--- config.mk ---
export PLATFORM = sky130hd
export DESIGN_NAME = mario_dead_anim
export DESIGN_NICKNAME = d
export VERILOG_FILES = /design/src/rtl/mario_dead_anim.sv
export SDC_FILE = /design/constraint.sdc
export NUM_CORES = 1
export LEC_CHECK = 0
export ABC_AREA = 1
export CAP_MARGIN = 20
export CORE_ASPECT_RATIO = 2
export CORE_MARGIN = 4
export CORE_UTILIZATION = 40
export DETAILED_ROUTE_END_ITERATION = 16
export GPL_ROUTABILITY_DRIVEN = 0
export GPL_TIMING_DRIVEN = 0
export PLACE_DENSITY_LB_ADDON = 0.12
export SLEW_MARGIN = 20
export SYNTH_ARGS = -nofsm -noshare
export SYNTH_HDL_FRONTEND = slang
export SYNTH_SLANG_ARGS = --single-unit
--- constraint.sdc ---
create_clock -name Clk -period 4.8 [get_ports Clk]
set_clock_uncertainty 0.2 [all_clocks]
set_input_delay 1.44 -clock Clk [delete_from_list [all_inputs] [get_ports Clk]]
set_output_delay 1.44 -clock Clk [all_outputs]
set_load 0.01 [all_outputs]
--- src/rtl/mario_dead_anim.sv ---
// Dead-Mario animation: freeze, hop up, fall off screen, plus a two-stage
// sprite pipeline (beam position -> ROM address -> registered colour).
//
// state  | meaning
// IDLE   | waiting for a death trigger, sprite hidden
// FREEZE | Mario held in place for FREEZE_FRAMES frame ticks
// RISE   | moving upward, velocity still negative
// FALL   | moving downward until below the visible area
// DONE   | off screen, sprite hidden, waiting for a new trigger
module mario_dead_anim #(
  parameter int          SPR_W         = 21,
  parameter int          FREEZE_FRAMES = 30,
  parameter int          JUMP_V        = 8,
  parameter int          GRAVITY       = 1,
  parameter int          MAX_FALL      = 8,
  parameter int          SCREEN_H      = 480,
  parameter logic [23:0] TRANSP        = 24'h800080
) (
  input  logic        Clk,
  input  logic        Reset,
  input  logic        frame_clk,
  input  logic        dead_trigger,
  input  logic [9:0]  start_x,
  input  logic [9:0]  start_y,
  input  logic [9:0]  DrawX,
  input  logic [9:0]  DrawY,
  input  logic [23:0] rom_color,
  output logic [8:0]  rom_addr,
  output logic        pixel_on,
  output logic [23:0] pixel_color,
  output logic        active,
  output logic        anim_done
);

  localparam int CNT_W = $clog2(FREEZE_FRAMES + 1);
  localparam logic [CNT_W-1:0]  CNT_LAST   = CNT_W'(FREEZE_FRAMES - 1);
  localparam logic signed [5:0]  JUMP_S     = 6'(JUMP_V);
  localparam logic signed [6:0]  GRAV_S     = 7'(GRAVITY);
  localparam logic signed [6:0]  MAX_FALL_S = 7'(MAX_FALL);
  localparam logic signed [10:0] SCREEN_H_S = 11'(SCREEN_H);
  localparam logic signed [10:0] SPR_S      = 11'(SPR_W);

  typedef enum logic [2:0] {IDLE, FREEZE, RISE, FALL, DONE} state_t;

  state_t             state, state_n;
  logic [9:0]         pos_x, pos_x_n;
  logic signed [10:0] pos_y, pos_y_n;
  logic signed [5:0]  vel, vel_n;
  logic [CNT_W-1:0]   freeze_cnt, freeze_cnt_n;
  logic               frame_clk_d;
  logic               frame_tick;
  logic signed [6:0]  vel_inc;
  logic signed [5:0]  vel_sat;
  logic signed [10:0] pos_y_step;
  logic signed [10:0] dx, dy;
  logic               in_win, in_win_d;
  logic [8:0]         addr_c;

  assign frame_tick = frame_clk & ~frame_clk_d;
  assign active     = (state == FREEZE) || (state == RISE) || (state == FALL);
  assign anim_done  = (state == DONE);

  always_comb begin
    state_n      = state;
    pos_x_n      = pos_x;
    pos_y_n      = pos_y;
    vel_n        = vel;
    freeze_cnt_n = freeze_cnt;
    vel_inc      = {vel[5], vel} + GRAV_S;
    vel_sat      = (vel_inc > MAX_FALL_S) ? MAX_FALL_S[5:0] : vel_inc[5:0];
    pos_y_step   = pos_y + {{5{vel[5]}}, vel};
    case (state)
      IDLE, DONE: begin
        // trigger takes priority over a coincident frame tick
        if (dead_trigger) begin
          pos_x_n      = start_x;
          pos_y_n      = {1'b0, start_y};
          freeze_cnt_n = '0;
          state_n      = FREEZE;
        end
      end
      FREEZE: begin
        if (frame_tick) begin
          freeze_cnt_n = freeze_cnt + 1'b1;
          if (freeze_cnt == CNT_LAST) begin
            vel_n   = -JUMP_S;
            state_n = RISE;
          end
        end
      end
      RISE: begin
        if (frame_tick) begin
          pos_y_n = pos_y_step;
          vel_n   = vel_sat;
          if (!vel_sat[5]) state_n = FALL;
        end
      end
      FALL: begin
        if (frame_tick) begin
          pos_y_n = pos_y_step;
          vel_n   = vel_sat;
          if (pos_y_step >= SCREEN_H_S) state_n = DONE;
        end
      end
      default: state_n = IDLE;
    endcase
  end

  // Signed offsets let a sprite partly above the screen top clip cleanly.
  always_comb begin
    dx     = $signed({1'b0, DrawX}) - $signed({1'b0, pos_x});
    dy     = $signed({1'b0, DrawY}) - pos_y;
    in_win = active && (dx >= 0) && (dx < SPR_S) && (dy >= 0) && (dy < SPR_S);
    addr_c = in_win ? (({4'd0, dy[4:0]} * 9'(SPR_W)) + {4'd0, dx[4:0]}) : 9'd0;
  end

  always_ff @(posedge Clk or posedge Reset) begin
    if (Reset) begin
      state       <= IDLE;
      pos_x       <= '0;
      pos_y       <= '0;
      vel         <= '0;
      freeze_cnt  <= '0;
      frame_clk_d <= 1'b0;
      rom_addr    <= '0;
      in_win_d    <= 1'b0;
      pixel_on    <= 1'b0;
      pixel_color <= '0;
    end else begin
      state       <= state_n;
      pos_x       <= pos_x_n;
      pos_y       <= pos_y_n;
      vel         <= vel_n;
      freeze_cnt  <= freeze_cnt_n;
      frame_clk_d <= frame_clk;
      rom_addr    <= addr_c;
      in_win_d    <= in_win;
      // active gate keeps a lagging in_win_d from lighting a pixel in DONE
      pixel_on    <= in_win_d && active && (rom_color != TRANSP);
      pixel_color <= (in_win_d && active && (rom_color != TRANSP)) ? rom_color : 24'd0;
    end
  end

endmodule

==> results_dict.tcl <==
set metrics [dict create \
    wire_per_inst_microns 15.55 \
    finalHoldViolations 0 \
    clk_latency_ns 0.35 \
    crit_end "rom_addr[7]" \
    finalSetupViolCount 0 \
    layout_commonest_cell "nand2_1" \
    cp-end-kind "flop" \
    placed_area_sq_um 6497 \
    critPathRequiredTime_ns 4.84 \
    via_per_inst 5.103 \
    clockBufferDepth 2 \
    r2r_start "pos_y[0]" \
    cts_tree "yes" \
    startpoint_type "input port" \
    routed_wl_microns 16010 \
    rows 58 \
    fin_ws_ns 0.09084 \
    path_delay_family "adder cells" \
    grt_pass1_vias 5561 \
    clk_pin_slew_ns 0.07 \
    cp_common_cell "ha_4" \
    avgSynthCellArea_sq_um 7.422 \
    critPathKind "input port to flop" \
    max_slew_margin 0.6638 \
    ys_types 41 \
    syn_inst 694 \
    r2r_end "rom_addr[7]" \
    finalSetupTns_ns 0 \
    worstPathArrival_ns 4.74 \
    final_cell_area_sq_um 7561 \
    yosysSeqAreaShare 0.3449 \
    antenna-diode-count 0 \
    ys_ff_latch 71 \
    crit_buf_inv 6 \
    antenna_left 0 \
    syn_area_sq_um 5151 \
    cts_sinks 71 \
    cts_root_buffer "clkbuf_16" \
    final_cell_mix "nand2_1 (135), inv_1 (133), clkdlybuf4s50_1 (95)" \
    rsz0062_at_grt "yes" \
    n_fill_cell 1142 \
    tightest_slew_ns 0.5024 \
    port_buffers 103 \
    grt_max_degree 52 \
    synth_edf_count 0 \
    path_depth 22 \
    ioPinCount 104 \
    startpoint "DrawY[0]" \
    drt-pass1-iter-count 5 \
    worstPathMaxFanout 3 \
    die_area_sq_um 14870 \
    grt_use_total 0.2206 \
    r2r_slack_ns 0.81 \
    grt-ovfl-total 0 \
    timing.hold.worst.class "flop to flop" \
    holdWs_ns 0.3025 \
    max_stage_delay_ns 0.52 \
    fmax_ghz 0.2124 \
    synthToLayoutAreaGrowth_pct 46.78 \
    vias 5251 \
    hpwlAfterDp_microns 11620 \
    antenna_found_initial 0 \
    post-place-ws_ns -0.8143 \
    htree_levels 3 \
    cpMaxStageDelayCell "fa_2" \
    drcViolationCount 0 \
    drt-initial-drc-count 161 \
    path_cells "buf_6 -> inv_4 -> ha_4 -> fa_2 -> inv_2 -> nand3_2 -> nand2_2 -> nand2_2 -> nand2_4 -> ha_4 -> ha_4 -> inv_2 -> fa_2 -> inv_2 -> ha_4 -> a21o_1 -> a31oi_2 -> inv_1 -> a21oi_2 -> o21ai_1 -> xnor2_1 -> nor2_2" \
    die_w_microns 88.25 \
    core_sq_um 12630 \
    maxCapViolCount 0 \
    numCtsBuffers 9 \
    drive_gt1_frac 0.1991 \
    die_y_microns 168.5 \
    ys_warn_count 0 \
    synth_nets 826 \
    slew_violations 0 \
    initial_core_util 0.4079 \
    synth_ff_type "dfrtp_1" \
    finalCritPeriodShare 0.9811 \
    async_reset_ff_frac 1.000 \
    grt_pass1_wl_microns 25470 \
    run_status "finished, final reports clean" \
    reg2reg_depth 20 \
    final_nets 1006 \
    fin_crit_ns 4.709 \
]
==> cell usage after synthesis, types with 3 or more instances <==
cell / n / share of area
o22ai_1: 7 / 0.0085
nand4_1: 13 / 0.016
clkbuf_1: 5 / 0.0036
o21ai_0: 30 / 0.029
dfrtp_1: 71 / 0.34
xor2_1: 6 / 0.010
fa_1: 7 / 0.027
nand3b_1: 4 / 0.0058
ha_1: 57 / 0.14
nor2_2: 4 / 0.0049
inv_1: 146 / 0.11
a21oi_1: 26 / 0.025
nand3_1: 47 / 0.046
nor2_1: 71 / 0.052
nor3_1: 6 / 0.0058
nand2_1: 151 / 0.11
o21ai_1: 4 / 0.0039
a31oi_1: 3 / 0.0036
xnor2_1: 7 / 0.012
==> sequential cells by signal (all words and copies together), names as in the netlist <==
signal       cells
frame_clk_d      1
freeze_cnt       5
in_win_d         1
pixel_color     24
pixel_on         1
pos_x           10
pos_y           11
rom_addr         9
state            3
vel              6
==> cell type report <==
type                       instances  area, sq um  share of cell area
buffer                             8        40.04            0.005295
clock buffer                       9        225.2             0.02979
clock inverter                     7        57.56            0.007612
inverter                         147        556.8             0.07364
multi-input combinational        468         3194              0.4225
sequential                        71         1777              0.2350
tap                              150        187.7             0.02482
timing repair buffer             169         1523              0.2014
==> what timing repair did <==
item | CTS | global route
buffers inserted | 63 | 5
pin swaps | 44 | 38
gates resized for setup | 44 | 49
gates cloned | 1 | 0
setup endpoints to repair | 3 | 10
hold buffers | 0 | 0
==> worst min-delay path by stage <==
stage	from	depth (start not counted)	slack [ns]	to
after floorplan	pos_x[0]	2	0.25	pos_x[0]
after global placement	pos_x[0]	2	0.27	pos_x[0]
after detailed placement	pos_x[0]	2	0.28	pos_x[0]
after CTS	pos_x[0]	2	0.30	pos_x[0]
after global routing	freeze_cnt[3]	1	0.33	freeze_cnt[3]
final	freeze_cnt[3]	1	0.30	freeze_cnt[3]
==> metal layers <==
metal	share of wire	track usage	up-vias
met1	0.33	0.2069	2505
met3	0.030	0.02874	51
met4	0.050	0.1020	0
met2	0.59	0.4421	133
li1	-	-	2562
met5	0	0	-
==> logic make-up (layout without fill, tap and decap cells) <==
logic type,Yosys count,in the layout,share of synthesized area
buffers and inverters,156,340,0.1171
adders and majority gates,64,64,0.1657
DFF,71,71,0.3449
xor gates and xnor gates,13,13,0.02210
AOI/OAI and AO/OA,83,83,0.09206
and+or+nand+nor,306,307,0.2563
muxes,1,1,0.001943
==> worst register-to-register path, stage by stage, from the launching register on <==
cell,delay (ns)
dfrtp_1,0.44
ha_4,0.20
fa_2,0.45
inv_2,0.09
nand3_2,0.09
nand2_2,0.10
nand2_2,0.07
nand2_4,0.08
ha_4,0.20
ha_4,0.26
inv_2,0.03
fa_2,0.52
inv_2,0.04
ha_4,0.23
a21o_1,0.17
a31oi_2,0.19
inv_1,0.08
a21oi_2,0.14
o21ai_1,0.09
xnor2_1,0.17
nor2_2,0.04
==> per-stage QoR <==
step	std cells	utilization
4_1_cts	1028	0.5862
3_3_place_gp	947	0.5122
2_1_floorplan	694	-
6_report	1029	0.5988
5_1_grt	1029	0.5988
3_5_place_dp	948	0.5146
Power is left out: the tool's default activity adds up to more than one toggle a clock period on the data nets, which glitch-free logic cannot reach.
